[config.mk]
export PLATFORM = sky130hd
export DESIGN_NAME = inst_fetch_buffer
export DESIGN_NICKNAME = d
export VERILOG_FILES = /design/src/rtl/inst_fetch_buffer.sv
export SDC_FILE = /design/constraint.sdc
export NUM_CORES = 1
export LEC_CHECK = 0
export CAP_MARGIN = 15
export CORE_MARGIN = 10
export CORE_UTILIZATION = 63
export CTS_CLUSTER_SIZE = 12
export DETAILED_ROUTE_END_ITERATION = 16
export DONT_BUFFER_PORTS = 1
export PLACE_DENSITY = 0.78
export SKIP_CTS_REPAIR_TIMING = 1
export SYNTH_ARGS = -nofsm -noshare
export SYNTH_HDL_FRONTEND = slang
export SYNTH_SLANG_ARGS = --single-unit
[constraint.sdc]
create_clock -name clk -period 6.15 [get_ports clk]
set_input_delay 1.23 -clock clk [delete_from_list [all_inputs] [get_ports clk]]
set_output_delay 1.23 -clock clk [all_outputs]
set_load 0.03 [all_outputs]
[src/rtl/inst_fetch_buffer.sv]
// Fetch-to-decode FIFO, first-word fall-through head; write-to-read latency 1 cycle, no bypass.
// Fetch stalls on buf_full; writes while full with no read are dropped and flag overflow_err.
module inst_fetch_buffer #(
    parameter int ADDR_WIDTH = 64,
    parameter int INST_WIDTH = 32,
    parameter int DEPTH      = 4
) (
    input  logic                       clk,
    input  logic                       reset,
    input  logic                       flush,
    input  logic                       wr_valid,
    input  logic [ADDR_WIDTH-1:0]      wr_pc,
    input  logic [ADDR_WIDTH-1:0]      wr_pc4,
    input  logic [INST_WIDTH-1:0]      wr_inst,
    input  logic                       rd_ready,
    output logic                       rd_valid,
    output logic [ADDR_WIDTH-1:0]      rd_pc,
    output logic [ADDR_WIDTH-1:0]      rd_pc4,
    output logic [INST_WIDTH-1:0]      rd_inst,
    output logic                       buf_empty,
    output logic                       buf_full,
    output logic [$clog2(DEPTH+1)-1:0] buf_count,
    output logic                       overflow_err
);
    localparam int PTR_W = $clog2(DEPTH);
    localparam int CNT_W = $clog2(DEPTH+1);

    logic [ADDR_WIDTH-1:0] r_pc_mem   [DEPTH];
    logic [ADDR_WIDTH-1:0] r_pc4_mem  [DEPTH];
    logic [INST_WIDTH-1:0] r_inst_mem [DEPTH];

    logic [PTR_W-1:0] r_head;
    logic [PTR_W-1:0] r_tail;
    logic [CNT_W-1:0] r_count;
    logic             r_overflow;

    logic w_empty;
    logic w_full;
    logic w_rd_fire;
    logic w_wr_fire;

    // Status comes only from the registered count so fetch sees no input-to-output paths.
    assign w_empty   = (r_count == '0);
    assign w_full    = (r_count == CNT_W'(DEPTH));
    assign w_rd_fire = !w_empty && rd_ready;
    assign w_wr_fire = wr_valid && (!w_full || w_rd_fire) && !flush;

    always_ff @(posedge clk) begin
        if (w_wr_fire) begin
            r_pc_mem[r_tail]   <= wr_pc;
            r_pc4_mem[r_tail]  <= wr_pc4;
            r_inst_mem[r_tail] <= wr_inst;
        end
    end

    always_ff @(posedge clk or posedge reset) begin
        if (reset) begin
            r_head     <= '0;
            r_tail     <= '0;
            r_count    <= '0;
            r_overflow <= 1'b0;
        end else if (flush) begin
            r_head     <= '0;
            r_tail     <= '0;
            r_count    <= '0;
            r_overflow <= 1'b0;
        end else begin
            if (w_wr_fire)
                r_tail <= r_tail + PTR_W'(1);
            if (w_rd_fire)
                r_head <= r_head + PTR_W'(1);
            if (w_wr_fire && !w_rd_fire)
                r_count <= r_count + CNT_W'(1);
            else if (!w_wr_fire && w_rd_fire)
                r_count <= r_count - CNT_W'(1);
            if (wr_valid && w_full && !w_rd_fire)
                r_overflow <= 1'b1;
        end
    end

    assign rd_valid     = !w_empty;
    assign rd_pc        = w_empty ? '0 : r_pc_mem[r_head];
    assign rd_pc4       = w_empty ? '0 : r_pc4_mem[r_head];
    assign rd_inst      = w_empty ? '0 : r_inst_mem[r_head];
    assign buf_empty    = w_empty;
    assign buf_full     = w_full;
    assign buf_count    = r_count;
    assign overflow_err = r_overflow;
endmodule

==> run metrics, run 1 <==
row count 72; fin. max-slew vios 0; drt first pass iters 5; Max-Cap Viols 0; clock sink count 648; Iteration-0 DRC Markers 998; Pleak 8.37 nW; Post-synth EDFFs 640; Syn Nets 1251; Final Skew 0.0161 ns; first-pass GRT wire length 74000 um; antenna-violating nets left 0; post-route setup TNS 0 ns; Levels on crit path 3; most frequent cell after synthesis edfxtp_1; crit path DAT 3.31 ns; # H-tree levels 3; Finished Cell Area 27200 um2; Synth top area share 77.7%; Rel. slew slack 31.7%; diode count 0; DRC violation count after routing 0; Worst path top cell family by delay simple AND/OR/NAND/NOR gates; nets@finish 1273; io pins 332; Critical Path End Type primary output; Tightest Pin Transition 1.02 ns; RSZ-0062 raised after global routing no; max incr delay on CP 0.85 ns; clk_lat worst skew 0.58 ns; vias in the first global route 11100; Core Region 38700 um2; final WL 49900 um; post-synthesis cell type count 31; Die Y 218 um; register area 19400 um2; worst path required time 4.92 ns; Pwr Density 455 nW/um2; Die W 218 um; post-synth top area cell edfxtp_1; Final Hold Fails 0; asr flop ratio synth 1.23%; Multi-input gate area 4970 um2; status completed; post-DP HPWL 28900 um; # port buffers 0; Avg Vias per Cell 6.44; drt wl/cell 30.2 um; worst-path cell chain or3_4 > buf_4 > and2_1; initial antenna violation count 0; Synth Instances 1081; Post-synth top cells edfxtp_1, and2_1, mux4_2; Synth Warn # 0; #FFs+latches synth 648; Worst VDD drop 0.000845 V; Setup Crit Path Kind flip-flop to primary output; Final setup viols 0; Worst Hold Class primary input to async pin; grt total ovfl 0; Clk pin slew, worst setup/hold paths 0.06 ns; crit path max fanout 93; CP max-delay cell or3_4; largest net degree at the start of global routing 94; Tmin final 4.54 ns; register area share after synthesis 78.5%; Setup crit start kind flip-flop; Avg Cell Area, Syn 22.9 um2; Reg2Reg Depth 4; area post-placement 25300 um2; layout cells sized above 1 22.8%; GP Congestion 0.783; Post-Syn Area 24700 um2; ys flop type edfxtp_1; CTS tree yes; Period Utilization, post-route 73.8%; fmax 0.220 GHz; CTS root buf clkbuf_16; Initial Utilization 63.8%; # fillers 2183; Worst Path Buf+Inv 1; ranking of synthesized cells by area edfxtp_1, mux4_2, and2_1; GRT Total Usage 21.0%; vias post-DR 10600; CTS Buffer Depth 3; total CTS buffers 66; P&R area growth vs syn 9.85%; die area 47600 um2
## path summary, 6_finish.rpt
check | from | to | slack [ns]
setup / recovery | buf_count[0] | rd_pc[20] | 1.61
hold / removal | reset | buf_count[1] | 0.50
setup reg to reg | buf_count[2] | r_pc4_mem[0][51] | 2.90
hold reg to reg | r_tail[1] | r_tail[1] | 0.59
max in group asynchronous | reset | r_head[0] | 5.37
min in group clk | r_tail[1] | r_tail[1] | 0.59
## cell type report
cell class | instances | area share, %
timing repair buffer | 13 | 0.682
clock buffer | 91 | 6.89
sequential | 648 | 71.5
multi-input combinational | 368 | 18.3
inverter | 6 | 0.0829
clock inverter | 9 | 0.152
tap | 518 | 2.39
## metrics by stage
stage	setup slack [ns]	power [mW]	cells	hold WS (ns)	utilization (%)
global route	1.40	12.8	1653	0.492	70.1
global placement	2.30	8.86	1553	0.570	65.2
detailed placement	2.22	8.89	1553	0.583	65.2
finish	1.61	12.4	1653	0.501	70.1
CTS	1.58	12.5	1653	0.476	70.1
floorplan	0.0394	8.37	1081	0.554	-
## where the power goes
group / switching, mW / leakage [nW] / total (mW) / internal [mW]
clock: 1.50 / 0.932 / 3.60 / 2.10
sequential: 0.171 / 5.91 / 5.24 / 5.07
combinational: 2.44 / 1.53 / 3.52 / 1.08
## cells by family (layout without fill, tap and decap cells)
logic type      after synthesis  count (layout)  share of synthesized area, %
fa+ha+maj                     5               5                         0.283
buf+inv                      65             119                          1.44
simple gates                188             188                          4.67
xor+xnor                      3               3                         0.106
mux                         164             164                          14.7
compound gates                8               8                         0.238
flops                       648             648                          78.5
## routing by layer
metal | global-route usage [%] | part of all wire (%) | vias to the layer above
met5 | 0 | 0 | -
li1 | - | - | 4436
met1 | 26.3 | 36 | 5593
met3 | 9.36 | 12 | 86
met2 | 32.5 | 49 | 527
met4 | 6.94 | 2.4 | 0
## flip-flops by register name, indices dropped and copies added, names as in the netlist
register and cells:
r_head 2, buf_count 3, overflow_err 1, r_inst_mem 128
r_tail 2, r_pc4_mem 256, r_pc_mem 256
## worst reg2reg max path, cell delays in order (launching register included)
cell	delay, ns
dfrtp_1	0.58
nor4b_2	0.29
nor3b_1	0.57
and2_4	0.87
buf_4	0.59
## placed cells by master, fill, tap and decap left out, types with 2 or more instances in the layout
master,synthesis,final
clkbuf_8,0,2
mux2_2,2,2
dfrtp_1,8,6
nor3b_1,2,2
xor2_1,2,2
inv_1,6,6
and2_1,166,162
edfxtp_1,640,640
clkbuf_1,25,18
nand2b_1,3,3
nor2_1,12,12
clkbuf_16,0,71
mux4_2,160,160
and2_4,0,4
clkinv_1,0,6
buf_4,0,6
ha_1,4,4
buf_12,0,7
clkinv_2,0,2
dfrtp_4,0,2
(Power assumes the default switching activity.)
==> run 2, diff against run 1 <==
CORE_UTILIZATION = 57   (was 63)
PLACE_DENSITY = 0.74   (was 0.78)
clock period = 3.8 ns   (was 6.15 ns; I/O delays follow)
==> run metrics, run 2 (synthesis results as in run 1) <==
final WL 48400 um; # H-tree levels 3; Worst path top cell family by delay simple AND/OR/NAND/NOR gates; grt met1 use 23.4%; Initial Utilization 57.5%; Worst VDD drop 0.000572 V; vias in the first global route 11100; Die Y 228 um; most frequent cells in the layout edfxtp_1, and2_1, mux4_2; Multi-input gate area 4970 um2; nets@finish 1305; post-DP HPWL 30600 um; drt wl/cell 27.6 um; crit path DAT 2.70 ns; CP max-delay cell dfrtp_1; Avg Vias per Cell 6.00; Setup crit start kind flip-flop; Flop pwr share 41.6%; Non-Filler Instances 1753; internal power 13.5 mW; NetSw 6.66 mW; total CTS buffers 66; Tmin final 3.46 ns; Period Utilization, post-route 91.0%; GRT Total Usage 18.7%; Final Skew 0.0230 ns; layout cells sized above 1 24.8%; io pins 332; fmax 0.289 GHz; RSZ-0062 raised after global routing no; Pleak 8.58 nW; worst-path cell chain or3_4 > buf_12 > and2_1; CTS Buffer Depth 3; Tightest Pin Transition 0.671 ns; GP Congestion 0.716; antenna-violating nets left 0; CTS root buf clkbuf_16; Max-Cap Viols 0; Worst Hold Class primary input to async pin; Levels on crit path 3; max incr delay on CP 0.70 ns; clk_lat worst skew 0.57 ns; met2 Usage GRT 29.3%; Worst Path Buf+Inv 1; Die W 228 um; Critical Path End Type primary output; clock share of power 28.7%; die area 52100 um2; Final setup viols 0; Pwr Density 729 nW/um2; Final Hold Fails 0; drt first pass iters 4; worst path required time 3.04 ns; switching part of the total 33.0%; Most Crowded Layer GR met2; row count 76; first-pass GRT wire length 73500 um; # port buffers 0; Gate power share 29.8%; Rel. slew slack 55.3%; clock sink count 648; initial antenna violation count 0; largest net degree at the start of global routing 92; diode count 0; grt met3 use 8.66%; Reg2Reg Depth 4; final setup margin 0.343 ns; Clk pin slew, worst setup/hold paths 0.06 ns; crit path max fanout 91; # fillers 2805; vias post-DR 10500; grt total ovfl 0; status completed; most common cell after layout, fill and taps aside edfxtp_1; Core Region 43000 um2; fin. max-slew vios 0; post-placement cell count 1652; register area 19400 um2; CTS tree yes; Setup Crit Path Kind flip-flop to primary output; Iteration-0 DRC Markers 951; DP Worst Slack 0.940 ns; largest registers r_pc4_mem (256), r_pc_mem (256), r_inst_mem (128); P&R area growth vs syn 11.9%; DRC violation count after routing 0
## run 2: changes by cell type in the layout (fill, tap and decap cells not counted)
cell / delta
clkbuf_1: +4
clkbuf_16: -2
bufinv_16: +1
buf_12: +16
clkinv_1: -2
inv_6: +1
clkbuf_8: -1
buf_4: +16
## run 2: worst paths after layout
kind,from,endpoint,slack [ns]
max,buf_count[0],rd_pc[27],0.34
max in group asynchronous,reset,r_head[0],3.48
min reg2reg,r_tail[1],r_tail[1],0.60
min in group clk,flush,overflow_err,0.24
min,reset,overflow_err,0.03
max reg2reg,buf_count[2],r_pc4_mem[2][29],0.98
## run 2: power by group through the flow
| stage | Clock [mW] | Combinational (mW) | Sequential [mW] |
|---|---|---|---|
| after floorplan | 0 | 5.08 | 8.44 |
| after global placement | 0 | 6.11 | 8.51 |
| after detailed placement | 0 | 6.13 | 8.53 |
| after CTS | 5.93 | 6.15 | 8.39 |
| after global routing | 6.22 | 6.37 | 8.41 |
| final | 5.79 | 6.00 | 8.38 |
## run 2: per-stage QoR
stage | power (mW) | util [%] | area (um2) | hold slack (ns) | setup TNS [ns]
after floorplan | 13.5 | - | 24700 | 0.554 | -42.67
after global placement | 14.6 | 60.0 | 25800 | 0.579 | 0
after detailed placement | 14.7 | 60.0 | 25800 | 0.598 | 0
after CTS | 20.5 | 64.4 | 27700 | 0.0144 | 0
after global routing | 21.0 | 64.4 | 27700 | 0.0325 | 0
final | 20.2 | 64.4 | 27700 | 0.0337 | 0
## run 2: per-layer routing
metal	wire, um	vias to the layer above	part of all wire [%]
li1	-	4490	-
met1	18400	5569	38
met2	23700	402	49
met3	5490	59	11
met4	752	0	1.6
met5	0	-	0
## run 2: layout make-up
cell class | instances | share of cell area [%]
Inverter | 6 | 0.0814
Clock inverter | 9 | 0.262
Tap cell | 585 | 2.64
Multi-Input combinational cell | 368 | 18.0
Clock buffer | 92 | 6.59
Sequential cell | 648 | 70.2
Timing Repair Buffer | 45 | 2.26
